<file path="config.mk">
export PLATFORM = sky130hd
export DESIGN_NAME = load_store_unit
export DESIGN_NICKNAME = d
export VERILOG_FILES = /design/src/rtl/load_store_unit.sv
export SDC_FILE = /design/constraint.sdc
export NUM_CORES = 1
export LEC_CHECK = 0
export ABC_AREA = 1
export CAP_MARGIN = 20
export CORE_MARGIN = 2
export CORE_UTILIZATION = 56
export DETAILED_ROUTE_END_ITERATION = 10
export PLACE_DENSITY = 0.93
export SYNTH_ARGS = -nofsm -noshare
export SYNTH_HDL_FRONTEND = slang
export SYNTH_SLANG_ARGS = --single-unit
export TNS_END_PERCENT = 50
</file>
<file path="constraint.sdc">
create_clock -name clk -period 4.96 [get_ports clk]
set_clock_uncertainty 0.15 [all_clocks]
set_input_delay 0.992 -clock clk [delete_from_list [all_inputs] [get_ports clk]]
set_output_delay 0.992 -clock clk [all_outputs]
set_load 0.05 [all_outputs]
</file>
<file path="src/rtl/load_store_unit.sv">
// Byte-serial load/store unit: one RAM byte per cycle, little-endian, sign/zero-extended loads.
// Optional LSU_IO_STALL_EN: stores to the I/O window (addr[17:16] == 2'b11) stall while io_buffer_full.
module load_store_unit (
  input  logic        clk,
  input  logic        rst,
  input  logic [4:0]  memory_op,
  input  logic [31:0] memory_value1,
  input  logic [31:0] memory_value2,
  input  logic [31:0] memory_imm,
  input  logic [2:0]  memory_des,
  input  logic        io_buffer_full,
  input  logic [7:0]  mem_din,
  output logic [31:0] mem_a,
  output logic [7:0]  mem_dout,
  output logic        mem_wr,
  output logic        memory_busy,
  output logic [31:0] memory_data,
  output logic [2:0]  memory_des_in
);

  localparam logic [4:0] OpLb  = 5'b10010;
  localparam logic [4:0] OpLh  = 5'b10011;
  localparam logic [4:0] OpLw  = 5'b10100;
  localparam logic [4:0] OpLbu = 5'b10101;
  localparam logic [4:0] OpLhu = 5'b10110;
  localparam logic [4:0] OpSb  = 5'b10111;
  localparam logic [4:0] OpSh  = 5'b11000;
  localparam logic [4:0] OpSw  = 5'b11001;

  typedef enum logic [1:0] {StIdle, StAccess, StWait, StDone} state_e;

  state_e      state_q, state_d;
  logic [4:0]  op_q, op_d;
  logic [2:0]  des_q, des_d;
  logic [31:0] sdata_q, sdata_d;
  logic [31:0] addr_q, addr_d;
  logic [2:0]  k_q, k_d;
  logic [31:0] result_q, result_d;

  logic       req_valid;
  logic       is_store;
  logic [2:0] width;
  logic [2:0] last_k;
  logic [1:0] cap_idx;
  logic       io_stall;

  assign req_valid = (memory_op >= OpLb) && (memory_op <= OpSw);
  assign is_store  = (op_q == OpSb) || (op_q == OpSh) || (op_q == OpSw);
  assign last_k    = width - 3'd1;
  // Byte returned by RAM this cycle belongs to the address driven one cycle earlier.
  assign cap_idx   = k_q[1:0] - 2'd1;

  always_comb begin
    width = 3'd1;
    unique case (op_q)
      OpLh, OpLhu, OpSh: width = 3'd2;
      OpLw, OpSw:        width = 3'd4;
      default:           width = 3'd1;
    endcase
  end

`ifdef LSU_IO_STALL_EN
  assign io_stall = is_store && (addr_q[17:16] == 2'b11) && io_buffer_full;
`else
  logic unused_io_buffer_full;
  assign unused_io_buffer_full = io_buffer_full;
  assign io_stall = 1'b0;
`endif

  always_ff @(posedge clk or negedge rst) begin
    if (!rst) begin
      state_q  <= StIdle;
      op_q     <= 5'h1f;
      des_q    <= '0;
      sdata_q  <= '0;
      addr_q   <= '0;
      k_q      <= '0;
      result_q <= '0;
    end else begin
      state_q  <= state_d;
      op_q     <= op_d;
      des_q    <= des_d;
      sdata_q  <= sdata_d;
      addr_q   <= addr_d;
      k_q      <= k_d;
      result_q <= result_d;
    end
  end

  always_comb begin
    state_d  = state_q;
    op_d     = op_q;
    des_d    = des_q;
    sdata_d  = sdata_q;
    addr_d   = addr_q;
    k_d      = k_q;
    result_d = result_q;
    unique case (state_q)
      StIdle: begin
        if (req_valid) begin
          op_d     = memory_op;
          des_d    = memory_des;
          sdata_d  = memory_value2;
          addr_d   = memory_value1 + memory_imm;
          k_d      = '0;
          result_d = '0;
          state_d  = StAccess;
        end
      end
      StAccess: begin
        if (!io_stall) begin
          if (!is_store && (k_q != 3'd0)) result_d[{cap_idx, 3'b000} +: 8] = mem_din;
          k_d = k_q + 3'd1;
          if (k_q == last_k) state_d = is_store ? StDone : StWait;
        end
      end
      StWait: begin
        result_d[{cap_idx, 3'b000} +: 8] = mem_din;
        state_d = StDone;
      end
      StDone:  state_d = StIdle;
      default: state_d = StIdle;
    endcase
  end

  always_comb begin
    mem_a         = '0;
    mem_dout      = '0;
    mem_wr        = 1'b0;
    memory_busy   = (state_q != StIdle);
    memory_data   = '0;
    memory_des_in = '0;
    if (state_q == StAccess) begin
      mem_a = addr_q + {29'd0, k_q};
      if (is_store) begin
        mem_dout = sdata_q[{k_q[1:0], 3'b000} +: 8];
        mem_wr   = !io_stall;
      end
    end
    if (state_q == StDone) begin
      memory_des_in = des_q;
      unique case (op_q)
        OpLb:    memory_data = {{24{result_q[7]}}, result_q[7:0]};
        OpLh:    memory_data = {{16{result_q[15]}}, result_q[15:0]};
        OpLw:    memory_data = result_q;
        OpLbu:   memory_data = {24'd0, result_q[7:0]};
        OpLhu:   memory_data = {16'd0, result_q[15:0]};
        default: memory_data = '0;
      endcase
    end
  end

endmodule

</file>
==> results, run 1 <==
- The library cell with the largest summed area after synthesis is dfrtp_1.
- The analysis attributes to net switching a power of 2.491 mW.
- For this design the top-level I/O count stands at 192.
- The largest fanout on the critical path is 4.
- The net count of the finished layout is 1707.
- The number of gates resized after CTS was 0.
- The pin count of the biggest net entering global routing is 76.
- The sort of element at the end of the critical path is an output port.
- Yosys mapped a number of flops with a built-in enable equal to 0.
- The combined area of all synthesized cells is 8605 um^2.
- The power density relative to cell area is 449.9 nW/um^2.
- In this run the core area contains 45 standard-cell rows.
- The critical path class is reg2out.
- The port buffer count is 190.
- The via count of the first global-routing pass is 8987.
- The number of design rule violations left after detail routing is 0.
- After layout, the worst path uses 92.89% of the clock period.
- In this run, CTS created clock tree buffers numbering 9.
- The root buffer cell chosen for the clock tree is clkbuf_16.
- The post-synth net total is 1536.
- The first global-routing pass estimated 41.48 mm of wire.
- The worst path needs 4.607 ns of the cycle, external delays included.
- The top cell type by area accounts for 30.25% of the synthesized area.
- Setup repair after global routing left no endpoint under its margin.
- The number of distinct library cell variants in the gate-level netlist after synthesis is 39.
- Cells with a size suffix above 1 make up 3.222% of the layout.
- At the end of routability-driven placement, the weighted congestion stood at 0.9594.
- After legalization and detailed placement, the total HPWL measured 19.63 mm.
- For this run, asynchronously set or reset flops after synthesis account for 100.0%.
- The ratio of routed vias to standard cells is 5.440.
- By area the synthesized netlist is led by dfrtp_1, nand2_1, inv_1.
- The number of setup buffers added after CTS is 0.
- The count of final hold-check violations is 0.
- The number of search-and-repair iterations in the first detailed-routing pass is 7.
- The portion of total power attributed to combinational logic is 53.6%.
- By count the netlist is led by nand2_1, inv_1, nor2_1.
- The critical path launch point type is a register.
- The arrival time at the worst endpoint is 3.47 ns.
- The DRC marker count from the first detailed-route iteration is 696.
- The setup total negative slack is 0 ns.
- The width of the die is 128.0 um.
- The total global routing overflow is 0.
- The count of nets left with antenna violations once routing finished came out at 0.
- The CTS sink count is 109.
- Setup violations remaining at the end of the flow were counted as 0.
- The worst-case vdd ir drop is 234.5 uV.
- The most used standard cell by instance count after synthesis is nand2_1.
- In the synthesized netlist the dominant register cell turns out to be dfrtp_1.
- The data required time of the critical path is 3.82 ns.
- The path class of the tightest hold or removal check is reg2reg.
- The gate count of the mapped netlist is 1376.
- For this run, the total global-route usage over all layers was measured as 31.41%.
- The leakage dissipation is 5.635 nW.
- Derived from the worst setup path, the maximum achievable clock frequency is 217.1 MHz.
- The slew at the pin closest to its max-slew limit is 0.9877 ns.
- The internal power of the cells totals 2.415 mW.
- The number of max-capacitance violations reported is 0.
- After detailed routing, the total wire length is 25.13 mm.
- After synthesis, the mean cell area works out to 6.253 um^2.
- The H-tree generated during clock tree synthesis spans 3 levels.
- The clock reaches the later pin of the worst-skew pair after 0.35 ns.
- The detailed router placed 9466 vias in this run.
- The sequential group share of total power is 32.1%.
- For this run, the number of Yosys warnings is 0.
- The register bit total from synthesis is 109.
- The quantity of hold-fixing buffers added after cts is 0.
- The max-slew violation count came to 0.
- The floorplan die area is 16370 um^2.
- The clock network burns 14.3% of the power.
- Of the synthesized area, sequential elements account for 31.77%.
- In the final layout, the multi-input gates occupy 5009 um^2.
- The clock tree buffer depth is 2.
- The sequential cell area is 2734 um^2.
- The switching fraction of total power is 50.78%.
- The repair_antennas step left the layout with diodes totalling 0.
- The number of antenna violations at the first check in global routing is 0.
- After clock tree synthesis, the clock-pin slew on the worst setup and hold paths is 0.08 ns.
- The initial standard-cell utilization of the core is 57.02%.
- From synthesis to final layout, the design area changed by 26.73%.
- The run finished with clean final reports.
- Dividing the detail-routed wire length by the instance count gives 14.44 um.
- Counting the fill cells in the layout gives 1264.
- The worst slew margin relative to its limit is 33.55%.
- The share of the core filled with cells in the final layout is 72.26%.
- TritonCTS built the clock tree.
- The core region is 15090 um^2.
- The die is 128.0 um tall.
[cell usage in the layout (no fill, tap or decap), types with 3 or more instances in the layout]
| master | count |
|---|---|
| nand2_1 | 514 |
| clkdlybuf4s50_1 | 185 |
| inv_1 | 182 |
| nor2_1 | 151 |
| dfrtp_1 | 104 |
| nand3_1 | 85 |
| o21ai_0 | 64 |
| a21oi_1 | 47 |
| ha_1 | 43 |
| nor3_1 | 28 |
| nand4_1 | 20 |
| xnor2_1 | 18 |
| nand3b_1 | 17 |
| o21ai_1 | 14 |
| buf_4 | 12 |
| clkbuf_16 | 9 |
| xor2_1 | 8 |
| o21ai_2 | 5 |
| dfstp_2 | 5 |
| nor4_1 | 3 |
| a31oi_1 | 3 |
| o21bai_1 | 3 |
| inv_6 | 3 |
[registers in the layout, indices dropped and copies added, names as in the netlist]
signal and cells:
addr_q 32, des_q 3, result_q 32, op_q 5, state_q 2, sdata_q 32
k_q 3
[worst max-delay path, stage by stage (launching register included)]
cell and delay [ns]:
dfrtp_1 0.39, ha_1 0.22, fa_1 0.38, nand2_1 0.07
inv_1 0.05, o21ai_0 0.36, inv_1 0.11, nand2_1 0.07
inv_1 0.07, nand2_1 0.15, nor2_1 0.10, nand2_1 0.09
nand2_1 0.05, nor2_1 0.17, clkdlybuf4s50_1 0.83
[logic make-up after synthesis]
kind of cell,after synthesis,share of synthesized area (%)
and+or+nand+nor,828,39.60
adders and majority gates,45,6.718
buffers and inverters,224,10.11
DFF,109,31.77
xor gates and xnor gates,26,2.647
AOI/OAI and AO/OA,144,9.161
[power by group through the flow]
stage,Sequential (mW),Clock [mW],Combinational [mW]
final,1.58,0.699,2.63
after global routing,1.61,0.734,2.91
after CTS,1.56,0.700,2.61
after detailed placement,1.57,0,2.59
after global placement,1.55,0,2.51
after floorplan,1.47,0,1.91
[path summary, 6_finish.rpt]
path                             startpoint     endpoint  depth (start not counted)  slack [ns]
max in group asynchronous               rst  sdata_q[29]                          2        3.01
worst min register to register  sdata_q[28]  sdata_q[28]                          2        0.32
worst max register to register       k_q[0]  result_q[9]                          7        1.38
min in group asynchronous               rst  result_q[3]                          1        0.64
worst max-delay path              addr_q[0]    mem_a[16]                         14        0.35
worst min-delay path            sdata_q[28]  sdata_q[28]                          2        0.32
[routing by layer]
| layer | track usage [%] | routed length [um] | part of all wire [%] |
|---|---|---|---|
| met1 | 38.17 | 10130 | 40 |
| met2 | 54.70 | 12340 | 49 |
| met3 | 4.549 | 1617 | 6.4 |
| met4 | 15.45 | 1045 | 4.2 |
| met5 | 0 | 0 | 0 |
[per-stage QoR]
step / cell area, um^2 / hold slack (ns) / setup WS [ns] / cells / power, mW
after floorplan: 8605 / 0.2866 / 0.9404 / 1376 / 3.379
after global placement: 10620 / 0.2982 / 0.8585 / 1724 / 4.062
after detailed placement: 10620 / 0.3057 / 0.7785 / 1724 / 4.159
after CTS: 10900 / 0.3240 / 0.4016 / 1740 / 4.871
after global routing: 10900 / 0.3399 / 0.2074 / 1740 / 5.254
final: 10900 / 0.3249 / 0.3528 / 1740 / 4.906
[layout make-up]
class	instances	share of cell area [%]
flip-flops and latches	109	25.07
inverters	187	6.460
repair buffers	197	17.81
clock buffers	10	2.100
clock inverters	6	0.4705
multi-input cells	1043	45.93
well taps	188	2.157
(Power assumes the default switching activity.)
==> run 2, diff against run 1 <==
--- a/config.mk
+++ b/config.mk
@@ -9,6 +9,7 @@
 export CAP_MARGIN = 20
 export CORE_MARGIN = 2
 export CORE_UTILIZATION = 56
+export CTS_BUF_LIST = sky130_fd_sc_hd__clkbuf_8
 export DETAILED_ROUTE_END_ITERATION = 10
 export PLACE_DENSITY = 0.93
 export SYNTH_ARGS = -nofsm -noshare
==> results, run 2 (synthesis results as in run 1) <==
- The floorplan die area is 16370 um^2 (unchanged).
- The worst-case vdd ir drop is 233.8 uV (-0.28%).
- The final setup violation count was 0 (unchanged).
- The number of vias after detailed routing is 9377 (-0.94%).
- The pin count of the biggest net entering global routing is 76 (unchanged).
- The number of antenna violations at the first check in global routing is 0 (unchanged).
- The via count of the first global-routing pass is 8815 (-1.9%).
- The final wirelength is 24.82 mm (-1.3%).
- The quantity of hold-fixing buffers added after cts is 0 (unchanged).
- The clock insertion delay at the later pin of the skew report is 0.39 ns (+0.04 ns).
- The count of inserted antenna diode cells came to 0 (unchanged).
- The worst slack at placement is 0.7785 ns (unchanged).
- The post-layout instance count excluding filler cells is 1740 (unchanged).
- The setup total negative slack is 0 ns (unchanged).
- The number of search-and-repair iterations in the first detailed-routing pass is 7 (unchanged).
- The largest registers in the layout are addr_q: 32 flops, result_q: 32 flops, sdata_q: 32 flops.
- The leakage dissipation is 5.592 nW (-0.75%).
- The worst slew margin relative to its limit is 29.54% (-4.0 points).
- CTS placed an instance of clkbuf_8 at the clock tree root.
- The critical path class is reg2out.
- The number of setup buffers added after CTS is 0 (unchanged).
- The clock tree buffer depth is 2 (unchanged).
- The met2 layer wire length in the routed design is 12.22 mm (-1.0%).
- The DRC marker count from the first detailed-route iteration came to 692 (-0.57%).
- The highest layer touched by signal routing is met4.
- The global router's overall resource usage is 30.93% (-0.48 points).
- The wire length of the first global-routing pass is 40.85 mm (-1.5%).
- The power density relative to cell area is 435.6 nW/um^2 (-3.2%).
- The sort of element at the end of the critical path is an output port.
- The number of nets in the finished design was 1707 (unchanged).
- The initial standard-cell utilization of the core is 57.02% (unchanged).
- The instance count after placement with tap cells included was 1724 (unchanged).
- The met3 layer wire length in the routed design is 1.542 mm (-4.6%).
- The fraction of the cycle the final worst path needs is 93.37% (+0.49 points).
- The die outline height is 128.0 um (unchanged).
- The maximum level of the CTS H-tree was 3 (unchanged).
- The global placement routability congestion is 0.9594 (unchanged).
- The clock input transition at the sequential cells of the worst setup and hold paths is 0.11 ns (+0.03 ns).
- The half-perimeter wire length of the detailed placement result is 19.63 mm (unchanged).
- The final worst setup slack was 0.3288 ns (-0.02408 ns).
- The CTS sink count is 109 (unchanged).
- The max-slew violation count is 0 (unchanged).
- The data required time of the critical path was 3.82 ns (about the same).
- The detailed-route wire length per cell is 14.26 um (-1.3%).
- The CTS tree is yes.
- The final-layout fill cell count is 1280 (+1.3%).
- The clock buffer count from CTS is 9 (unchanged).
- The antenna violation net count after detailed routing is 0 (unchanged).
- Setup repair after global routing left no endpoint under its margin.
- The final critical delay including setup and external delays is 4.631 ns (+0.02408 ns).
- The worst hold path belongs to the class reg2reg.
- The slew at the pin closest to its max-slew limit is 1.047 ns (+0.05960 ns).
- The total global routing overflow is 0 (unchanged).
- The ratio of routed vias to standard cells is 5.389 (-0.94%).
- In the layout the commonest cells are nand2_1, clkdlybuf4s50_1, inv_1, nor2_1, dfrtp_1.
- The wire length on met1 is 10.15 mm (+0.17%).
- The width of the die is 128.0 um (unchanged).
- The arrival time at the worst endpoint is 3.49 ns (+0.02 ns).
- The ratio of cells with drive above 1 in the final layout is 3.222% (unchanged).
- Leaving out fill and tap cells, the most frequent cell in the layout is nand2_1.
- The placeable core region is 15090 um^2 (unchanged).
- The final-layout worst hold slack was 0.3307 ns (+0.005843 ns).
- The post-cts repair resize count is 0 (unchanged).
- The number of design rule violations left after detail routing is 0 (unchanged).
- The port buffer count is 190 (unchanged).
- The number of top-level pins is 192 (unchanged).
- The number of max-capacitance violations reported is 0 (unchanged).
- The critical path launch point type is a register.
- The number of rows created at floorplan is 45 (unchanged).
- The area added between synthesis and finish is 25.55%.
- The largest fanout on the critical path is 4 (unchanged).
- The maximum clock frequency is 215.9 MHz (-0.52%).
- The count of final hold-check violations is 0 (unchanged).
- The flow ran to the end, and the final reports show no timing, DRC or antenna violations.
[run 2: cell count changes in the layout (fill, tap and decap cells not counted), sizes merged]
cell    delta
clkbuf     -1
inv        +1
[run 2: final timing paths]
| kind | startpoint | to | slack [ns] | cells past startpoint |
|---|---|---|---|---|
| max reg2reg | k_q[0] | result_q[10] | 1.33 | 7 |
| min | sdata_q[28] | sdata_q[28] | 0.33 | 2 |
| min in group asynchronous | rst | result_q[3] | 0.58 | 1 |
| max | addr_q[0] | mem_a[16] | 0.33 | 14 |
| min reg2reg | sdata_q[28] | sdata_q[28] | 0.33 | 2 |
| max in group asynchronous | rst | sdata_q[21] | 3.06 | 2 |
[run 2: final cells by class]
cell class / instances / area [um^2] / share of cell area, %
inverters: 187 / 704.4 / 6.521
repair buffers: 197 / 1942 / 17.98
well taps: 188 / 235.2 / 2.177
flip-flops and latches: 109 / 2734 / 25.31
multi-input cells: 1043 / 5009 / 46.36
clock buffers: 9 / 123.9 / 1.147
clock inverters: 7 / 55.05 / 0.5096
[run 2: layer usage]
layer / track usage [%] / vias to the layer above
met1: 38.63 / 4246
met4: 13.51 / 0
met5: 0 / -
li1: - / 4653
met2: 53.88 / 401
met3: 3.923 / 77
[run 2: worst max-delay path: stages (launching register included)]
cell and delay [ns]:
dfrtp_1 0.40, ha_1 0.23, fa_1 0.38, nand2_1 0.07, inv_1 0.05, o21ai_0 0.36
inv_1 0.11, nand2_1 0.07, inv_1 0.07, nand2_1 0.15, nor2_1 0.10, nand2_1 0.08
nand2_1 0.05, nor2_1 0.15, clkdlybuf4s50_1 0.83
[run 2: stage by stage]
stage               total power, mW  util [%]  cell area [um^2]
floorplan                     3.379         -              8605
global placement              4.062     70.41             10620
detailed placement            4.159     70.41             10620
CTS                           4.673     71.59             10800
global route                  5.057     71.59             10800
finish                        4.705     71.59             10800
[run 2: report_power, final]
group          total, mW  internal [mW]  switching, mW
Clock              0.520          0.190          0.329
Combinational       2.61          0.821           1.79
Sequential          1.57           1.24          0.331
